File: src/rtl/pkt_seg_writer.sv
// pkt_seg_writer
//   Front end of the parser segment RAM. Accepts a packet on an AXI-Stream
//   slave port, writes the first SEG_NUM beats (keep-masked) into the segment
//   RAM write port and zero-pads short packets up to SEG_NUM entries. After
//   each segment set it pulses o_wait_segs_end for one cycle so the parser can
//   flip RAM banks. Every beat is also forwarded unchanged through a one-stage
//   registered AXI-Stream master port. A credit counter tracks free RAM banks
//   so a new packet is only started when a bank is free.
//
// Ports
//   axis_clk, areset          clock, asynchronous active-high reset
//   s_axis_*                  packet input (tdata/tkeep/tvalid/tlast/tready)
//   m_axis_*                  registered packet output
//   o_seg_tdata/wea/addra     segment RAM write port (one write per cycle)
//   o_wait_segs_end           one-cycle pulse after the last segment write
//   i_parser_done             one-cycle pulse: parser released a bank
//   o_credits                 number of free banks (0..BANKS)
//   o_credit_err              sticky: release seen while all banks were free
module pkt_seg_writer #(
  parameter int DATA_WIDTH = 256,
  parameter int SEG_NUM    = 8,
  parameter int SEG_ADDR_W = 3,
  parameter int BANKS      = 2
) (
  input  logic                    axis_clk,
  input  logic                    areset,
  input  logic [DATA_WIDTH-1:0]   s_axis_tdata,
  input  logic [DATA_WIDTH/8-1:0] s_axis_tkeep,
  input  logic                    s_axis_tvalid,
  input  logic                    s_axis_tlast,
  output logic                    s_axis_tready,
  output logic [DATA_WIDTH-1:0]   m_axis_tdata,
  output logic [DATA_WIDTH/8-1:0] m_axis_tkeep,
  output logic                    m_axis_tvalid,
  output logic                    m_axis_tlast,
  input  logic                    m_axis_tready,
  output logic [DATA_WIDTH-1:0]   o_seg_tdata,
  output logic                    o_seg_wea,
  output logic [SEG_ADDR_W-1:0]   o_seg_addra,
  output logic                    o_wait_segs_end,
  input  logic                    i_parser_done,
  output logic [1:0]              o_credits,
  output logic                    o_credit_err
);

  localparam int KEEP_W = DATA_WIDTH / 8;
  localparam logic [SEG_ADDR_W-1:0] LAST_ADDR = SEG_ADDR_W'(SEG_NUM - 1);
  localparam logic [1:0] BANKS_C = 2'(BANKS);

  typedef enum logic [2:0] {
    S_IDLE, S_CAPTURE, S_PAD, S_SEG_END, S_PASS
  } state_t;

  state_t                  state_q, state_d;
  logic [SEG_ADDR_W-1:0]   seg_cnt_q, seg_cnt_d;
  logic                    last_seen_q, last_seen_d;
  logic                    seg_wea_q, seg_wea_d;
  logic [SEG_ADDR_W-1:0]   seg_addr_q, seg_addr_d;
  logic [DATA_WIDTH-1:0]   seg_data_q, seg_data_d;
  logic                    m_tvalid_q;
  logic [DATA_WIDTH-1:0]   m_tdata_q;
  logic [KEEP_W-1:0]       m_tkeep_q;
  logic                    m_tlast_q;
  logic                    wait_end_q;
  logic [1:0]              credits_q, credits_d;
  logic                    credit_err_q, credit_err_d;

  logic                    en;
  logic                    s_ready;
  logic                    acc;
  logic                    seg_end;
  logic [DATA_WIDTH-1:0]   masked_data;

  // Bytes with tkeep=0 are written to the segment RAM as zero.
  for (genvar gi = 0; gi < KEEP_W; gi++) begin : g_mask
    assign masked_data[gi*8 +: 8] = s_axis_tkeep[gi] ? s_axis_tdata[gi*8 +: 8] : 8'h00;
  end

  // Input is only enabled in states that consume beats; a new packet may
  // start only when a free bank exists.
  always_comb begin
    en = 1'b0;
    case (state_q)
      S_IDLE:            en = (credits_q != 2'd0);
      S_CAPTURE, S_PASS: en = 1'b1;
      default:           en = 1'b0;
    endcase
  end

  assign s_ready = (~m_tvalid_q | m_axis_tready) & en & ~areset;
  assign acc     = s_axis_tvalid & s_ready;
  assign seg_end = (state_q == S_SEG_END);

  always_comb begin
    state_d     = state_q;
    seg_cnt_d   = seg_cnt_q;
    last_seen_d = last_seen_q;
    seg_wea_d   = 1'b0;
    seg_addr_d  = seg_cnt_q;
    seg_data_d  = '0;
    case (state_q)
      S_IDLE: begin
        if (acc) begin
          seg_wea_d  = 1'b1;
          seg_addr_d = '0;
          seg_data_d = masked_data;
          seg_cnt_d  = SEG_ADDR_W'(1);
          state_d    = s_axis_tlast ? S_PAD : S_CAPTURE;
        end
      end
      S_CAPTURE: begin
        if (acc) begin
          seg_wea_d  = 1'b1;
          seg_data_d = masked_data;
          seg_cnt_d  = seg_cnt_q + SEG_ADDR_W'(1);
          if (seg_cnt_q == LAST_ADDR) begin
            state_d     = S_SEG_END;
            last_seen_d = s_axis_tlast;
          end else if (s_axis_tlast) begin
            state_d = S_PAD;
          end
        end
      end
      S_PAD: begin
        // Fill the rest of the bank with zeros while input is stalled.
        seg_wea_d = 1'b1;
        seg_cnt_d = seg_cnt_q + SEG_ADDR_W'(1);
        if (seg_cnt_q == LAST_ADDR) begin
          state_d     = S_SEG_END;
          last_seen_d = 1'b1;
        end
      end
      S_SEG_END: begin
        seg_cnt_d = '0;
        state_d   = last_seen_q ? S_IDLE : S_PASS;
      end
      S_PASS: begin
        if (acc && s_axis_tlast) state_d = S_IDLE;
      end
      default: state_d = S_IDLE;
    endcase
  end

  // A bank consumed and a bank released in the same cycle cancel out.
  always_comb begin
    credits_d    = credits_q;
    credit_err_d = credit_err_q;
    if (seg_end && !i_parser_done) begin
      credits_d = credits_q - 2'd1;
    end else if (!seg_end && i_parser_done) begin
      if (credits_q == BANKS_C) credit_err_d = 1'b1;
      else                      credits_d    = credits_q + 2'd1;
    end
  end

  always_ff @(posedge axis_clk or posedge areset) begin
    if (areset) begin
      state_q      <= S_IDLE;
      seg_cnt_q    <= '0;
      last_seen_q  <= 1'b0;
      seg_wea_q    <= 1'b0;
      seg_addr_q   <= '0;
      seg_data_q   <= '0;
      m_tvalid_q   <= 1'b0;
      m_tdata_q    <= '0;
      m_tkeep_q    <= '0;
      m_tlast_q    <= 1'b0;
      wait_end_q   <= 1'b0;
      credits_q    <= BANKS_C;
      credit_err_q <= 1'b0;
    end else begin
      state_q      <= state_d;
      seg_cnt_q    <= seg_cnt_d;
      last_seen_q  <= last_seen_d;
      seg_wea_q    <= seg_wea_d;
      seg_addr_q   <= seg_addr_d;
      seg_data_q   <= seg_data_d;
      wait_end_q   <= seg_end;
      credits_q    <= credits_d;
      credit_err_q <= credit_err_d;
      if (acc) begin
        m_tvalid_q <= 1'b1;
        m_tdata_q  <= s_axis_tdata;
        m_tkeep_q  <= s_axis_tkeep;
        m_tlast_q  <= s_axis_tlast;
      end else if (m_axis_tready) begin
        m_tvalid_q <= 1'b0;
      end
    end
  end

  assign s_axis_tready   = s_ready;
  assign m_axis_tdata    = m_tdata_q;
  assign m_axis_tkeep    = m_tkeep_q;
  assign m_axis_tvalid   = m_tvalid_q;
  assign m_axis_tlast    = m_tlast_q;
  assign o_seg_tdata     = seg_data_q;
  assign o_seg_wea       = seg_wea_q;
  assign o_seg_addra     = seg_addr_q;
  assign o_wait_segs_end = wait_end_q;
  assign o_credits       = credits_q;
  assign o_credit_err    = credit_err_q;

endmodule

File: config.mk
export PLATFORM = sky130hd
export DESIGN_NAME = pkt_seg_writer
export DESIGN_NICKNAME = d
export VERILOG_FILES = /design/src/rtl/pkt_seg_writer.sv
export SDC_FILE = /design/constraint.sdc
export NUM_CORES = 1
export LEC_CHECK = 0
export ABC_AREA = 0
export CAP_MARGIN = 20
export CORE_AREA = 5 5 329 331
export CTS_BUF_LIST = sky130_fd_sc_hd__clkbuf_16
export CTS_CLUSTER_DIAMETER = 80
export DETAILED_ROUTE_END_ITERATION = 12
export DIE_AREA = 0 0 334 336
export PLACE_DENSITY_LB_ADDON = 0.15
export SLEW_MARGIN = 20
export SYNTH_ARGS = -nofsm -noshare
export SYNTH_HDL_FRONTEND = slang
export SYNTH_SLANG_ARGS = --single-unit
File: constraint.sdc
create_clock -name axis_clk -period 23.8 [get_ports axis_clk]
set_clock_uncertainty 0.05 [all_clocks]
set_input_delay 7.14 -clock axis_clk [delete_from_list [all_inputs] [get_ports axis_clk]]
set_output_delay 7.14 -clock axis_clk [all_outputs]
set_load 0.01 [all_outputs]
==> flow_summary.yaml, run 1 <==
finish:
  fin_area_um2: 32910
  final_nets: 2414
  layout_common_cells: "clkdlybuf4s50_1, dfrtp_1, and3_1"
  regArea_um2: 14040
  fill_cells: 10479
  layout-drive-gt1-share_pct: 19.01
  mostFrequentLayoutCell: "clkdlybuf4s50_1"
  syn_to_final_growth_pct: 58.46
  multi_input_area_um2: 6153
synthesis:
  synth_xor_area_share_pct: 0.08433
  syn_nets: 1540
  synthFlopType: "dfrtp_1"
  synthAdderAreaFrac_pct: 0.2409
  ys_types: 40
  synth_top_family_by_area: "multiplexers"
  asyncSetResetFlopFracSynth_pct: 100.0
  yosys_warnings: 0
  muxShareOfSynthArea_pct: 19.93
  synth.avg_cell_area_um2: 16.72
  synthCells: 1242
  synth_simple_gate_area_share_pct: 8.596
  synth_top_area_share_pct: 67.47
  ys_ff_latch: 561
  yosysTopAreaCell: "dfrtp_1"
  synth.cell_area_um2: 20770
  synth-seq-area-share_pct: 67.59
  synth_compound_area_share_pct: 0.7349
  synth_area_leaders: "dfrtp_1, mux2_4, and3_1"
  synth_edf_count: 0
clock_network:
  tritoncts: "done"
  clk_pin_slew_ns: 0.06
  numCtsBuffers: 72
  post_cts_buffers: 0
  cts_buffer_depth: 3
  clk_latency_ns: 0.61
  cts-resized-gates: 0
  clock_tree.root_cell: "clkbuf_16"
  htree_levels: 3
  cts_hold_buf: 0
  clkSinkCount: 561
die:
  num_rows: 119
  fp.coreArea_um2: 104800
  dieHeight_um: 336
  die-area_um2: 112200
  initial_utilization_pct: 19.82
  die_w_um: 334
  ios: 849
timing:
  relSlewSlack_pct: 24.44
  rsz0062_at_grt: "no"
  drv_slew: 0
  tightest_slew_ns: 1.133
  fin_crit_sh_pct: 66.04
  setup_viol: 0
  min_period_ns: 15.72
  setup_ws_ns: 8.082
  max_freq_mhz: 63.62
  finalHoldViolations: 0
  setup_tns_ns: 0
  hold_slack_ns: 0.4301
pwr:
  report.power.total_mw: 4.009
  vdd_ir_drop_max_mv: 0.06810
  p_leak_nw: 15.72
  p_per_area_nw_per_um2: 121.8
critical_path:
  critical_path_class: "primary input to output pin"
  cp_data_required_time_ns: 16.61
  crit_path_frequent_cell: "clkdlybuf4s50_1"
  arrival_ns: 8.53
  critPathLaunch: "areset"
  cp_top_family: "buffers and inverters"
  cp-end-kind: "output pin"
  path_cells: "clkdlybuf4s50_1, nor2_2, nand2_1, nor2_1, clkdlybuf4s50_1"
  critPathLaunchType: "primary input"
  max_stage_delay_ns: 0.55
  crit_slowest_cell: "clkdlybuf4s50_1"
  cp_max_fo: 3
  worstReg2RegStart: "state_q[2]$_DFFE_PP0P_"
  worst-path-buf-inv: 2
outcome:
  status: "finished, final reports clean"
global_routing:
  antenna_found_initial: 8
  grt_pass1_vias: 15370
  grt_start_max_net_pins: 108
  grt_pass1_wl_mm: 115.8
  grt_use_total_pct: 13.99
  grt-ovfl-total: 0
min_path:
  hold_path_class: "flip-flop to flip-flop"
  min_from: "o_credit_err$_DFFE_PP0P_"
placed_design:
  postPlaceCellArea_um2: 30580
  port_buffers: 848
  place_ws_ns: 8.074
  place.gp.congestion: 0.8096
  dpl.hpwl_mm: 60.55
route:
  first_iter_violations: 524
  postRouteAntennaNets: 0
  vias: 13852
  drcViolationCount: 0
  viasPerCell: 3.883
  avgRoutedWirePerCell_um: 23.07
  wirelength_mm: 82.30
  first_pass_iters: 4
flow_run:
  cap_violations: 0
-- cell type report --
| cell class | instances | area share, % |
|---|---|---|
| multi-input cells | 609 | 18.70 |
| well taps | 1391 | 5.288 |
| clock buffers | 75 | 5.702 |
| flip-flops and latches | 561 | 42.66 |
| inverters | 8 | 0.1140 |
| repair buffers | 864 | 26.18 |
| clock inverters | 55 | 1.338 |
| diodes | 4 | 0.03041 |
-- final timing paths --
| kind | end | slack, ns | depth (start not counted) |
|---|---|---|---|
| worst min register to register | o_credit_err$_DFFE_PP0P_ | 0.43 | 1 |
| worst max-delay path | s_axis_tready | 8.08 | 5 |
| max in group asynchronous | o_seg_tdata[74]$_DFF_PP0_ | 13.54 | 5 |
| worst max register to register | m_axis_tkeep[9]$_DFFE_PP0N_ | 19.57 | 6 |
| worst min-delay path | o_credit_err$_DFFE_PP0P_ | 0.43 | 1 |
| min in group asynchronous | o_seg_tdata[206]$_DFF_PP0_ | 7.08 | 2 |
-- state kept, by name, indices dropped and copies added, names as in the netlist --
register	flops
m_axis_tdata	256
o_seg_tdata	256
m_axis_tkeep	32
o_seg_addra	3
seg_cnt_q	3
state_q	3
o_credits	2
last_seen_q	1
m_axis_tlast	1
m_axis_tvalid	1
o_credit_err	1
o_seg_wea	1
o_wait_segs_end	1
-- synth_stat cells, types with 8 or more instances --
| cell type | instances |
|---|---|
| dfrtp_1 | 560 |
| and3_1 | 254 |
| mux2_4 | 233 |
| mux2_2 | 57 |
| buf_6 | 17 |
| buf_2 | 15 |
| buf_8 | 12 |
| clkbuf_1 | 11 |
| buf_4 | 9 |
| a21oi_1 | 8 |
| inv_1 | 8 |
| nand2_1 | 8 |
| nor2_1 | 8 |
-- where the power goes --
part / switching, mW / internal, mW
Combinational: 0.601 / 0.913
Clock: 0.434 / 0.645
Sequential: 0.167 / 1.25
-- routing by layer --
metal | share of wire (%) | GRT usage (%)
met1 | 36 | 15.01
met2 | 53 | 25.68
met3 | 7.8 | 4.962
met4 | 2.4 | 4.609
met5 | 0.041 | 0
-- kinds of logic after synthesis --
| family | Yosys count |
|---|---|
| flops | 561 |
| simple gates | 291 |
| mux | 290 |
| buf+inv | 72 |
| compound gates | 22 |
| fa+ha+maj | 4 |
| xor+xnor | 2 |
-- through the flow --
| step | std cells | util, % |
|---|---|---|
| final | 3567 | 31.40 |
| after floorplan | 1242 | - |
| after CTS | 3563 | 31.38 |
| after global routing | 3566 | 31.40 |
| after detailed placement | 3433 | 29.17 |
| after global placement | 3433 | 29.17 |
(Power assumes the default switching activity.)
==> inputs of run 2 (changes only) <==
==> constraint.sdc (replaced) <==
create_clock -name axis_clk -period 14.4 [get_ports axis_clk]
set_clock_uncertainty 0.05 [all_clocks]
set_input_delay 4.32 -clock axis_clk [delete_from_list [all_inputs] [get_ports axis_clk]]
set_output_delay 4.32 -clock axis_clk [all_outputs]
set_load 0.01 [all_outputs]
==> flow_summary.yaml, run 2 (same netlist as run 1, synthesis figures left out) <==
clock_network:
  cts-resized-gates: 0
  clk_latency_ns: 0.62
  clock_tree.root_cell: "clkbuf_16"
  post_cts_buffers: 0
  cts_buffer_depth: 3
  tritoncts: "done"
  cts_hold_buf: 0
  clkSinkCount: 561
  clk_pin_slew_ns: 0.05
  htree_levels: 3
  numCtsBuffers: 73
critical_path:
  cp_top_family: "buffers and inverters"
  critPathLaunchType: "primary input"
  worst-path-buf-inv: 2
  cp_data_required_time_ns: 10.03
  crit_slowest_cell: "clkdlybuf4s50_1"
  r2r_cells: 6
  rrSetupSlack_ns: 10.99
  cp-end-kind: "output pin"
  crit_path_frequent_cell: "clkdlybuf4s50_1"
  max_stage_delay_ns: 0.54
  worstReg2RegEnd: "o_seg_tdata[101]$_DFF_PP0_"
  arrival_ns: 5.64
  cp_max_fo: 3
  path_cells: "clkdlybuf4s50_1, nor2_2, nand2_1, nor2_1, clkdlybuf4s50_1"
  critical_path_class: "primary input to output pin"
  worstReg2RegStart: "state_q[1]$_DFFE_PP0P_"
global_routing:
  grt_pass1_vias: 15479
  antenna_found_initial: 17
  grt_pass1_wl_mm: 116.7
  grt_use_total_pct: 14.12
  grt_start_max_net_pins: 122
  grt-ovfl-total: 0
route:
  avgRoutedWirePerCell_um: 23.20
  postRouteAntennaNets: 0
  viasPerCell: 3.919
  first_pass_iters: 4
  wirelength_mm: 82.92
  vias: 14008
  drcViolationCount: 0
  first_iter_violations: 524
die:
  dieHeight_um: 336
  die-area_um2: 112200
  num_rows: 119
  initial_utilization_pct: 19.82
  die_w_um: 334
  fp.coreArea_um2: 104800
  ios: 849
timing:
  tightest_slew_ns: 1.144
  finalHoldViolations: 0
  rsz0062_at_grt: "no"
  drv_slew: 0
  fin_crit_sh_pct: 69.49
  min_period_ns: 10.01
  setup_viol: 0
  max_freq_mhz: 99.93
  relSlewSlack_pct: 23.72
  setup_tns_ns: 0
finish:
  multi_input_area_um2: 6153
  layout-drive-gt1-share_pct: 19.12
  mostFrequentLayoutCell: "clkdlybuf4s50_1"
  final_nets: 2414
  fill_cells: 10542
  regArea_um2: 14040
  syn_to_final_growth_pct: 58.26
  final_util_pct: 31.36
  layout_common_cells: "clkdlybuf4s50_1, dfrtp_1, and3_1"
placed_design:
  port_buffers: 848
  dpl.hpwl_mm: 60.87
  place.gp.congestion: 0.7987
min_path:
  min_from: "o_credit_err$_DFFE_PP0P_"
  hold_path_class: "flip-flop to flip-flop"
  hold_depth: 1
  hold_end: "o_credit_err$_DFFE_PP0P_"
pwr:
  p_per_area_nw_per_um2: 199.7
  p_leak_nw: 15.67
  report.power.total_mw: 6.563
  vdd_ir_drop_max_mv: 0.1083
outcome:
  status: "finished, final reports clean"
flow_run:
  cap_violations: 0
run 2: changes by cell type in the layout (fill, tap and decap cells not counted), moves of 2 or more:
cell / before / now
inv_1: 23 / 17
clkinv_8: 0 / 2
clkinv_2: 7 / 12
clkinv_1: 16 / 18
diode_2: 4 / 13
bufinv_16: 7 / 2
buf_12: 0 / 2
buf_4: 14 / 10
inv_6: 4 / 2
run 2: how the worst max path moves through the flow:
stage	end	cells after the start	slack [ns]	startpoint
2_1_floorplan	last_seen_q$_DFFE_PP0P_	1	2.39	areset
3_3_place_gp	s_axis_tready	5	4.30	areset
3_5_place_dp	s_axis_tready	5	4.38	areset
4_1_cts	s_axis_tready	5	4.38	areset
5_1_grt	s_axis_tready	5	4.32	m_axis_tready
6_report	s_axis_tready	5	4.39	areset
run 2: metal layers:
| layer | track usage [%] | part of all wire [%] | vias up |
|---|---|---|---|
| met5 | 0 | 0.034 | - |
| met4 | 4.959 | 3.0 | 4 |
| met3 | 4.899 | 7.6 | 120 |
| met2 | 25.26 | 53 | 490 |
| met1 | 15.63 | 36 | 7269 |
| li1 | - | - | 6125 |
run 2: power by group:
part | switching (mW) | total (mW) | internal, mW | leakage, nW
Sequential | 0.272 | 2.33 | 2.06 | 7.16
Clock | 0.734 | 1.72 | 0.986 | 1.14
Combinational | 0.995 | 2.51 | 1.51 | 7.37
Total | 2.00 | 6.56 | 4.56 | 15.7
run 2: per-stage QoR:
step / hold WS [ns] / instance area [um2] / setup slack, ns / std cells
final: 0.4384 / 32870 / 4.393 / 3574
after global placement: 0.4382 / 30590 / 4.301 / 3432
after global routing: 0.4618 / 32860 / 4.319 / 3570
after floorplan: 0.4570 / 20770 / 2.393 / 1242
after CTS: 0.4545 / 32830 / 4.383 / 3561
after detailed placement: 0.4401 / 30590 / 4.384 / 3432
run 2: area by class of cell:
cell class                      count  share of cell area (%)
Clock inverter                     54                   1.092
Clock buffer                       75                   5.709
Antenna cell                       13                 0.09896
Multi-Input combinational cell    609                   18.72
Tap cell                         1391                   5.294
Sequential cell                   561                   42.71
Inverter                            8                  0.1028
Timing Repair Buffer              863                   26.27
run 2: worst reg2reg max path, stage by stage, from the launching register on:
cell and delay, ns:
dfrtp_1 0.53, nor2_2 0.21, nand3_1 0.29, nor3_4 0.23
buf_4 0.68, buf_4 0.84, and3_1 0.49
==> inputs of run 3 (changes only) <==
==> constraint.sdc (replaced) <==
create_clock -name axis_clk -period 8.15 [get_ports axis_clk]
set_clock_uncertainty 0.05 [all_clocks]
set_input_delay 2.445 -clock axis_clk [delete_from_list [all_inputs] [get_ports axis_clk]]
set_output_delay 2.445 -clock axis_clk [all_outputs]
set_load 0.01 [all_outputs]
==> flow_summary.yaml, run 3 (same netlist as run 1, synthesis figures left out) <==
outcome:
  status: "finished, final reports clean"
pwr:
  p_per_area_nw_per_um2: 354.7
  p_leak_nw: 15.77
  swShare_pct: 30.36
  vdd_ir_drop_max_mv: 0.1842
  switching_power_mw: 3.555
  comb_power_share_pct: 38.0
  seqPwrFrac_pct: 35.3
  power_frac_clock_pct: 26.8
  p_int_mw: 8.157
finish:
  final_nets: 2416
  layout_common_cells: "clkdlybuf4s50_1, dfrtp_1, and3_1"
  final_util_pct: 31.50
  fill_cells: 10518
  fin_area_um2: 33020
  syn_to_final_growth_pct: 58.98
  layout-drive-gt1-share_pct: 19.27
  mostFrequentLayoutCell: "clkdlybuf4s50_1"
critical_path:
  cp_max_fo: 4
  crit_slowest_cell: "clkdlybuf4s50_1"
  critical_path_depth: 5
  cp_top_family: "buffers and inverters"
  critPathCapture: "s_axis_tready"
  arrival_ns: 3.79
  rrSetupSlack_ns: 5.20
  worstReg2RegEnd: "o_seg_tdata[169]$_DFF_PP0_"
  critPathLaunchType: "primary input"
  cp_data_required_time_ns: 5.66
  r2r_cells: 6
  critical_path_class: "primary input to output pin"
  worstReg2RegStart: "state_q[1]$_DFFE_PP0P_"
  max_stage_delay_ns: 0.55
  crit_path_frequent_cell: "clkdlybuf4s50_1"
  critPathLaunch: "m_axis_tready"
  cp-end-kind: "output pin"
  path_cells: "clkdlybuf4s50_1, nand2b_1, nand2_1, nor2_1, clkdlybuf4s50_1"
  worst-path-buf-inv: 2
global_routing:
  grt_start_max_net_pins: 153
  grt_use_total_pct: 14.08
  grt_pass1_wl_mm: 116.5
  antenna_found_initial: 16
  grt_pass1_vias: 15541
  grt-ovfl-total: 0
timing:
  hold_slack_ns: 0.4488
  fin_crit_sh_pct: 77.13
  min_period_ns: 6.286
  drv_slew: 0
  rsz0062_at_grt: "no"
  tightest_slew_ns: 0.9385
  setup_viol: 0
  finalHoldViolations: 0
  relSlewSlack_pct: 37.44
  max_freq_mhz: 159.1
placed_design:
  postPlaceCellArea_um2: 30660
  port_buffers: 848
  place.gp.congestion: 0.8169
  dpl.hpwl_mm: 60.61
clock_network:
  cts-resized-gates: 0
  clk_latency_ns: 0.62
  clock_tree.root_cell: "clkbuf_16"
  numCtsBuffers: 76
  clk_pin_slew_ns: 0.05
  tritoncts: "done"
  clkSinkCount: 561
  htree_levels: 3
  cts_buffer_depth: 3
  cts_hold_buf: 0
  post_cts_buffers: 0
die:
  num_rows: 119
  dieHeight_um: 336
  die-area_um2: 112200
  initial_utilization_pct: 19.82
  fp.coreArea_um2: 104800
  die_w_um: 334
  ios: 849
flow_run:
  cap_violations: 0
route:
  wirelength_mm: 83.02
  viasPerCell: 3.907
  avgRoutedWirePerCell_um: 23.18
  vias: 13991
  postRouteAntennaNets: 0
  first_iter_violations: 529
  drcViolationCount: 0
  first_pass_iters: 4
min_path:
  hold_path_class: "flip-flop to flip-flop"
==> run 3: cell types whose count changed in the layout (fill, tap and decap cells not counted), sizes merged <==
cell      previous run  this run
clkbuf              75        78
buf                 15        14
clkinvlp             3         2
diode               13        16
inv                 22        34
clkinv              35        25
bufinv               2         3
==> run 3: area by class of cell <==
type	instances	area, um2	share of cell area, %
sequential	561	14040	42.52
tap	1391	1740	5.270
inverter	8	33.78	0.1023
antenna	16	40.04	0.1212
clock inverter	56	370.4	1.122
clock buffer	78	1952	5.911
timing repair buffer	862	8693	26.33
multi-input combinational	609	6153	18.63
==> run 3: worst reg2reg max path, cell delays in order, from the launching register on <==
cell and delay (ns):
dfrtp_1 0.53, nor2_2 0.21, nand3_1 0.31, nor3_4 0.30
buf_12 0.48, buf_4 0.70, and3_1 0.29
==> run 3: stage by stage <==
stage	total power, mW	setup WS, ns	setup TNS [ns]	std cells
after floorplan	6.166	-1.982	-1109.86	1242
after global placement	8.678	1.798	0	3431
after detailed placement	8.696	1.876	0	3431
after CTS	11.95	1.867	0	3565
after global routing	12.28	1.817	0	3575
final	11.71	1.864	0	3581
==> run 3: how the worst min path moves through the flow <==
| stage | start | endpoint | depth (start not counted) | slack, ns |
|---|---|---|---|---|
| final | o_credit_err$_DFFE_PP0P_ | o_credit_err$_DFFE_PP0P_ | 1 | 0.45 |
| after global routing | m_axis_tdata[217]$_DFFE_PP0N_ | m_axis_tdata[217]$_DFFE_PP0N_ | 1 | 0.47 |
| after CTS | m_axis_tdata[73]$_DFFE_PP0N_ | m_axis_tdata[73]$_DFFE_PP0N_ | 1 | 0.46 |
| after detailed placement | m_axis_tdata[99]$_DFFE_PP0N_ | m_axis_tdata[99]$_DFFE_PP0N_ | 1 | 0.44 |
| after global placement | m_axis_tdata[141]$_DFFE_PP0N_ | m_axis_tdata[141]$_DFFE_PP0N_ | 1 | 0.44 |
| after floorplan | seg_cnt_q[1]$_DFFE_PP0P_ | seg_cnt_q[1]$_DFFE_PP0P_ | 2 | 0.46 |
==> run 3: power by group through the flow <==
stage	logic [mW]	registers (mW)	clock network, mW
3_5_place_dp	4.53	4.16	0
5_1_grt	4.67	4.24	3.37
3_3_place_gp	4.53	4.15	0
6_report	4.45	4.13	3.13
4_1_cts	4.55	4.14	3.26
2_1_floorplan	1.66	4.51	0
==> run 3: layer usage <==
metal / track usage, % / routed length, um
met5: 0 / 13
met4: 6.089 / 3373
met1: 15.34 / 30360
met2: 24.76 / 43020
met3: 5.118 / 6251
